--- src/rtl/reg_bank.sv ---
// Register bank with a single-cycle operation unit (load/inc/dec/shift/rotate/clear)
// acting on one register per clock, two combinational read ports and a carry flag.
module reg_bank #(
  parameter int WIDTH = 4,
  parameter int DEPTH = 4,
  parameter int AW    = $clog2(DEPTH)
) (
  input  logic             Clock,
  input  logic             Reset,
  input  logic [WIDTH-1:0] DBUS,
  input  logic             Wn,
  input  logic [AW-1:0]    WAddr,
  input  logic [2:0]       Op,
  input  logic [AW-1:0]    RAddrA,
  input  logic [AW-1:0]    RAddrB,
  output logic [WIDTH-1:0] QA,
  output logic [WIDTH-1:0] QB,
  output logic             Carry,
  output logic             Zero
);

  localparam logic [2:0] OP_HOLD = 3'b000;
  localparam logic [2:0] OP_LOAD = 3'b001;
  localparam logic [2:0] OP_INC  = 3'b010;
  localparam logic [2:0] OP_DEC  = 3'b011;
  localparam logic [2:0] OP_SHL  = 3'b100;
  localparam logic [2:0] OP_SHR  = 3'b101;
  localparam logic [2:0] OP_CLR  = 3'b110;
  localparam logic [2:0] OP_ROL  = 3'b111;

  logic [WIDTH-1:0] reg_val [DEPTH];
  logic [WIDTH-1:0] wr_cur;
  logic [WIDTH-1:0] wr_d;
  logic             carry_q;
  logic             carry_d;
  logic             waddr_ok;
  logic             exec;

  assign waddr_ok = (int'(WAddr) < DEPTH);
  assign exec     = ~Wn && waddr_ok;

  // Address decode by comparison, so out-of-range addresses read as 0 without aliasing.
  always_comb begin
    QA     = '0;
    QB     = '0;
    wr_cur = '0;
    for (int i = 0; i < DEPTH; i++) begin
      if (int'(RAddrA) == i) QA = reg_val[i];
      if (int'(RAddrB) == i) QB = reg_val[i];
      if (int'(WAddr) == i)  wr_cur = reg_val[i];
    end
  end

  always_comb begin
    wr_d    = wr_cur;
    carry_d = carry_q;
    case (Op)
      OP_HOLD: ;
      OP_LOAD: wr_d = DBUS;
      OP_INC:  {carry_d, wr_d} = {1'b0, wr_cur} + (WIDTH+1)'(1);
      // The top bit of the widened difference is the borrow.
      OP_DEC:  {carry_d, wr_d} = {1'b0, wr_cur} - (WIDTH+1)'(1);
      OP_SHL: begin
        carry_d = wr_cur[WIDTH-1];
        wr_d    = {wr_cur[WIDTH-2:0], 1'b0};
      end
      OP_SHR: begin
        carry_d = wr_cur[0];
        wr_d    = {1'b0, wr_cur[WIDTH-1:1]};
      end
      OP_CLR: begin
        carry_d = 1'b0;
        wr_d    = '0;
      end
      OP_ROL: begin
        carry_d = wr_cur[WIDTH-1];
        wr_d    = {wr_cur[WIDTH-2:0], wr_cur[WIDTH-1]};
      end
      default: ;
    endcase
  end

  for (genvar gi = 0; gi < DEPTH; gi++) begin : g_reg
    logic [WIDTH-1:0] r_q;

    always_ff @(posedge Clock) begin
      if (Reset) begin
        r_q <= '0;
      end else if (exec && (int'(WAddr) == gi)) begin
        r_q <= wr_d;
      end
    end

    assign reg_val[gi] = r_q;
  end

  always_ff @(posedge Clock) begin
    if (Reset) begin
      carry_q <= 1'b0;
    end else if (exec) begin
      carry_q <= carry_d;
    end
  end

  assign Carry = carry_q;
  assign Zero  = waddr_ok && (wr_cur == '0);

endmodule

--- config.mk ---
export PLATFORM = sky130hd
export DESIGN_NAME = reg_bank
export DESIGN_NICKNAME = d
export VERILOG_FILES = /design/src/rtl/reg_bank.sv
export SDC_FILE = /design/constraint.sdc
export NUM_CORES = 1
export LEC_CHECK = 0
export CAP_MARGIN = 25
export CELL_PAD_IN_SITES_DETAIL_PLACEMENT = 2
export CELL_PAD_IN_SITES_GLOBAL_PLACEMENT = 2
export CORE_MARGIN = 8
export CORE_UTILIZATION = 33
export DETAILED_ROUTE_END_ITERATION = 12
export GPL_TIMING_DRIVEN = 0
export HOLD_SLACK_MARGIN = 0.03
export PLACE_DENSITY = 0.91
export RECOVER_POWER = 100
export SYNTH_ARGS = -nofsm -noshare
export SYNTH_HDL_FRONTEND = slang
export SYNTH_SLANG_ARGS = --single-unit
--- constraint.sdc ---
create_clock -name Clock -period 5.28 [get_ports Clock]
set_clock_uncertainty 0.2 [all_clocks]
set_input_delay 0.792 -clock Clock [delete_from_list [all_inputs] [get_ports Clock]]
set_output_delay 0.792 -clock Clock [all_outputs]
set_load 0.05 [all_outputs]
==> results of run 1 <==
layout make-up:
type                       instances  area, µm²  area share
sequential                        17        340       0.202
tap                               50       62.6      0.0371
buffer                             9       41.3      0.0245
inverter                           6       22.5      0.0134
timing repair buffer              23        230       0.137
multi-input combinational        122        943       0.560
clock buffer                       4       45.0      0.0267
power groups by stage:
| stage | sequential (mW) | combinational, mW | clock (mW) |
|---|---|---|---|
| after floorplan | 0.143 | 0.0829 | 0 |
| after global placement | 0.144 | 0.123 | 0 |
| after detailed placement | 0.145 | 0.128 | 0 |
| after CTS | 0.142 | 0.129 | 0.100 |
| after global routing | 0.143 | 0.135 | 0.106 |
| final | 0.143 | 0.126 | 0.0995 |
metrics by stage:
| stage | area (µm²) | hold slack (ns) |
|---|---|---|
| 5_1_grt | 1690 | 0.360 |
| 4_1_cts | 1690 | 0.332 |
| 2_1_floorplan | 1350 | 0.269 |
| 6_report | 1690 | 0.319 |
| 3_5_place_dp | 1640 | 0.306 |
| 3_3_place_gp | 1640 | 0.298 |
registers in the layout (all words and copies together) (netlist names):
signal,cells
Carry,1
g.r_q,16
cell families after synthesis:
group | share of synthesized area
xor+xnor | 0.00650
fa+ha+maj | 0.0186
flops | 0.253
compound gates | 0.259
mux | 0.233
simple gates | 0.183
buf+inv | 0.0473
per-layer routing:
metal,global-route usage,up-vias,share of wire
met4,0.0491,0,0.021
met2,0.270,26,0.51
met3,0.0383,8,0.033
met1,0.197,733,0.44
met5,0,-,0
li1,-,657,-
synthesized netlist by cell type, types with 4 or more instances:
| cell type | number |
|---|---|
| a21o_1 | 4 |
| o21ai_1 | 7 |
| dfxtp_1 | 17 |
| nand2_1 | 8 |
| o21ai_0 | 16 |
| inv_1 | 4 |
| clkbuf_1 | 7 |
| mux4_2 | 13 |
| a21oi_1 | 12 |
| a31oi_1 | 6 |
| nor2_1 | 9 |
| nor3_1 | 5 |
| nand3_1 | 6 |
critical path: cells and delay by family:
kind / cells / cell delay [ns]
adders and majority gates: 1 / 0.20
buffers and inverters: 3 / 1.71
muxes: 1 / 0.63
and+or+nand+nor: 1 / 0.26
worst min path at each step:
stage                     from              end  slack, ns  cells past startpoint
2_1_floorplan  g_reg[1].r_q[2]  g_reg[1].r_q[2]       0.27                      2
3_3_place_gp   g_reg[3].r_q[2]  g_reg[3].r_q[2]       0.30                      2
3_5_place_dp   g_reg[0].r_q[2]  g_reg[0].r_q[2]       0.31                      2
4_1_cts                  Carry            Carry       0.33                      1
5_1_grt                  Carry            Carry       0.36                      1
6_report                 Carry            Carry       0.32                      1
==> qor.yml, run 1 <==
synth_edf_count: 0
finalWorstSetupSlack_ns: 0.685
gp_congestion: 0.832
yosysTopAreaCellShare: 0.253
pwr_density_cell_mw_per_mm2: 218
place_hpwl_mm: 3.97
rows: 23
nets: 200
post-route-period-util: 0.870
post_cts_buffers: 0
cp_max_fo: 8
h-tree-depth: 1
synth_seq_cells: 17
tns_ns: 0
placed_cells: 227
finalSetupViolations: 0
ys_seq_area_frac: 0.253
worstSetupPathType: "in -> out"
run_status: "finished, final reports clean"
antenna_found_initial: 0
vias: 1424
slowest_stage: "dlygate4sd3_1"
grt_pass1_wl_mm: 8.01
start_kind: "input pin"
core-area_mm2: 0.00397
startpoint: "WAddr[1]"
cap_violations: 0
mostFrequentLayoutCells: "o21ai_0, dfxtp_1, mux4_2"
root_buffer: "clkbuf_8"
cp.arrival_ns: 3.60
layout_commonest_cell: "o21ai_0"
power.combinational.fraction: 0.342
clock_latency_ns: 0.25
die_h_um: 79.9
cts-resized-gates: 0
r2r_start: "g_reg[3].r_q[1]"
drt_pass1_iterations: 4
irDropWorstVdd_mv: 0.142
cts.path.max_buffers: 2
final_util: 0.424
netlist_area_mm2: 0.00135
critPathCaptureType: "output pin"
drive_above_1_share: 0.110
die_w_um: 79.9
regToRegEndpoint: "g_reg[1].r_q[2]"
drt_iter0_markers: 84
clk_pin_slew_ns: 0.07
cpPeakStageDelay_ns: 0.92
relSlewSlack: 0.481
cts_tree: "built"
clkSinkCount: 17
grt_pass1_vias: 1535
max_freq_mhz: 218
maxSlewViolCount: 0
grt_overflow: 0
num-fill-cells: 438
p_seq_frac: 0.387
synthTopCellsByArea: "dfxtp_1, mux4_2, o21ai_0"
grt.total_usage: 0.161
cp_common_cell: "dlygate4sd3_1"
ios: 26
synthFlopType: "dfxtp_1"
synth_warnings: 0
routed_wirelength_mm: 5.03
worstHoldPathType: "reg -> reg"
leakagePower_nw: 0.625
die-area_mm2: 0.00638
fin_cells: 231
ant_nets: 0
areaGrowthSynthToFinish_pct: 25.1
numCtsBuffers: 3
place_ws_ns: 0.810
ctsHoldBuffers: 0
worstPathCellList: "dlygate4sd3_1, mux4_2, inv_1, ha_1, nor3b_1, dlygate4sd3_1"
postSynthCellCount: 154
intPower_mw: 0.238
synth_nets: 172
synth_top_area_cell: "dfxtp_1"
via_per_inst: 6.16
grt_max_degree: 11
reg2reg_depth: 7
cp-endpoint: "Zero"
worstMarginPinSlew_ns: 0.776
p_clk_frac: 0.270
synth.avg_cell_area_um2: 8.75
timing.final.hold_violations: 0
power.total_mw: 0.368
r2r_slack_ns: 2.50
power.switching_mw: 0.130
rsz0062_at_grt: "no"
initial_core_util: 0.339
ys_types: 42
async_flop_share: 0
period_minus_slack_ns: 4.59
routedWlPerCell_um: 21.8
numPortBuffers: 23
swShare: 0.352
required_ns: 4.29
drc: 0
n_antenna_cell: 0
Note: power is estimated with default switching activity, not from simulation.
==> run 2, diff against run 1 <==
--- a/config.mk
+++ b/config.mk
@@ -8,7 +8,6 @@
 export CAP_MARGIN = 25
 export CELL_PAD_IN_SITES_DETAIL_PLACEMENT = 2
 export CELL_PAD_IN_SITES_GLOBAL_PLACEMENT = 2
-export CORE_MARGIN = 8
 export CORE_UTILIZATION = 33
 export DETAILED_ROUTE_END_ITERATION = 12
 export GPL_TIMING_DRIVEN = 0
==> qor.yml, run 2 (synthesis results as in run 1) <==
run_status: "finished, final reports clean"
h-tree-depth: 1  # unchanged
ctsHoldBuffers: 0  # unchanged
die_w_um: 65.9  # -18%
core-area_mm2: 0.00380  # -4.3%
ios: 26  # unchanged
via_per_inst: 6.20  # +0.59%
grt-busiest-layer: "met2"
ant_nets: 0  # unchanged
grt.total_usage: 0.270  # +0.109
cts.path.max_buffers: 2  # unchanged
use_met2: 0.471  # +0.201
die_h_um: 65.9  # -18%
worstHoldPathType: "reg -> reg"
die-area_mm2: 0.00434  # -32%
initial_core_util: 0.355  # +0.0154
mostFrequentLayoutCells: "o21ai_0, dfxtp_1, mux4_2"
cts_tree: "built"
vias: 1420  # -0.28%
grt_pass1_vias: 1490  # -2.9%
cts-resized-gates: 0  # unchanged
drt_iter0_markers: 98  # +17%
drive_above_1_share: 0.110  # unchanged
routedWlPerCell_um: 23.0  # +5.7%
required_ns: 4.29  # about the same
clock_latency_ns: 0.26  # about the same
post_cts_buffers: 0  # unchanged
placed_cells: 225  # -0.88%
leakagePower_nw: 0.625  # about the same
met3_usage: 0.0431  # +0.00482
rows: 22  # -4.3%
timing.final.hold_violations: 0  # unchanged
gp_congestion: 0.820  # -1.5%
cp_max_fo: 8  # unchanged
fin_cells: 229  # -0.87%
maxSlewViolCount: 0  # unchanged
place_hpwl_mm: 4.04  # +1.8%
drc: 0  # unchanged
drt_pass1_iterations: 4  # unchanged
regMostFlops: "g.r_q"
finalSetupViolations: 0  # unchanged
pwr_density_cell_mw_per_mm2: 222  # +1.6%
rsz0062_at_grt: "no"
root_buffer: "clkbuf_8"
cap_violations: 0  # unchanged
irDropWorstVdd_mv: 0.108  # -25%
routed_wirelength_mm: 5.27  # +4.8%
num-fill-cells: 416  # -5.0%
numPortBuffers: 23  # unchanged
layout_commonest_cell: "o21ai_0"
grt_pass1_wl_mm: 8.56  # +6.9%
critPathCaptureType: "output pin"
clkSinkCount: 17  # unchanged
grt_max_degree: 11  # unchanged
clk_pin_slew_ns: 0.07  # about the same
n_antenna_cell: 0  # unchanged
largest_reg_flops: 16  # unchanged
grt_overflow: 0  # unchanged
post-route-period-util: 0.874  # +0.00415
worstMarginPinSlew_ns: 0.786  # +0.00927 ns
cp.arrival_ns: 3.62  # +0.02 ns
tns_ns: 0  # unchanged
nets: 200  # unchanged
worstSetupPathType: "in -> out"
areaGrowthSynthToFinish_pct: 24.9
relSlewSlack: 0.472  # -0.00909
grtUsageMet1: 0.347  # +0.151
period_minus_slack_ns: 4.62  # +0.0219 ns
numCtsBuffers: 3  # unchanged
start_kind: "input pin"
max_freq_mhz: 217  # -0.48%
antenna_found_initial: 0  # unchanged
==> run 2: area by class of cell <==
class	count	area [µm²]	share of cell area
repair buffers	23	230	0.137
flip-flops and latches	17	340	0.202
multi-input cells	122	943	0.561
inverters	6	22.5	0.0134
plain buffers	9	41.3	0.0245
well taps	48	60.1	0.0357
clock buffers	4	45.0	0.0268
==> run 2: worst paths after layout <==
check,slack [ns],from,cells past startpoint,end
worst max register to register,2.43,g_reg[3].r_q[1],7,g_reg[3].r_q[2]
worst max-delay path,0.66,WAddr[1],6,Zero
worst min register to register,0.32,Carry,1,Carry
worst min-delay path,0.32,Carry,1,Carry
==> run 2: power breakdown <==
part / internal [mW] / switching [mW]
clock network: 0.0537 / 0.0490
logic: 0.0498 / 0.0773
registers: 0.135 / 0.00853
total: 0.238 / 0.135
==> run 2: metal layers <==
metal | vias to the layer above | wire [µm] | share of wire
li1 | 656 | - | -
met1 | 743 | 2380 | 0.45
met2 | 15 | 2750 | 0.52
met3 | 6 | 105 | 0.020
met4 | 0 | 37 | 0.0070
met5 | - | 0 | 0
==> run 2: metrics by stage <==
stage | setup slack [ns] | area [µm²] | util | hold WS [ns] | power, mW
6_report | 0.663 | 1680 | 0.443 | 0.324 | 0.373
5_1_grt | 0.521 | 1680 | 0.443 | 0.355 | 0.388
4_1_cts | 0.780 | 1680 | 0.443 | 0.332 | 0.377
3_5_place_dp | 0.816 | 1640 | 0.431 | 0.310 | 0.275
3_3_place_gp | 0.853 | 1640 | 0.431 | 0.300 | 0.266
2_1_floorplan | 1.48 | 1350 | - | 0.269 | 0.226
==> run 2: critical path: stages <==
cell and delay (ns):
dlygate4sd3_1 0.66, mux4_2 0.66, inv_1 0.14, ha_1 0.18
nor3b_1 0.27, dlygate4sd3_1 0.92
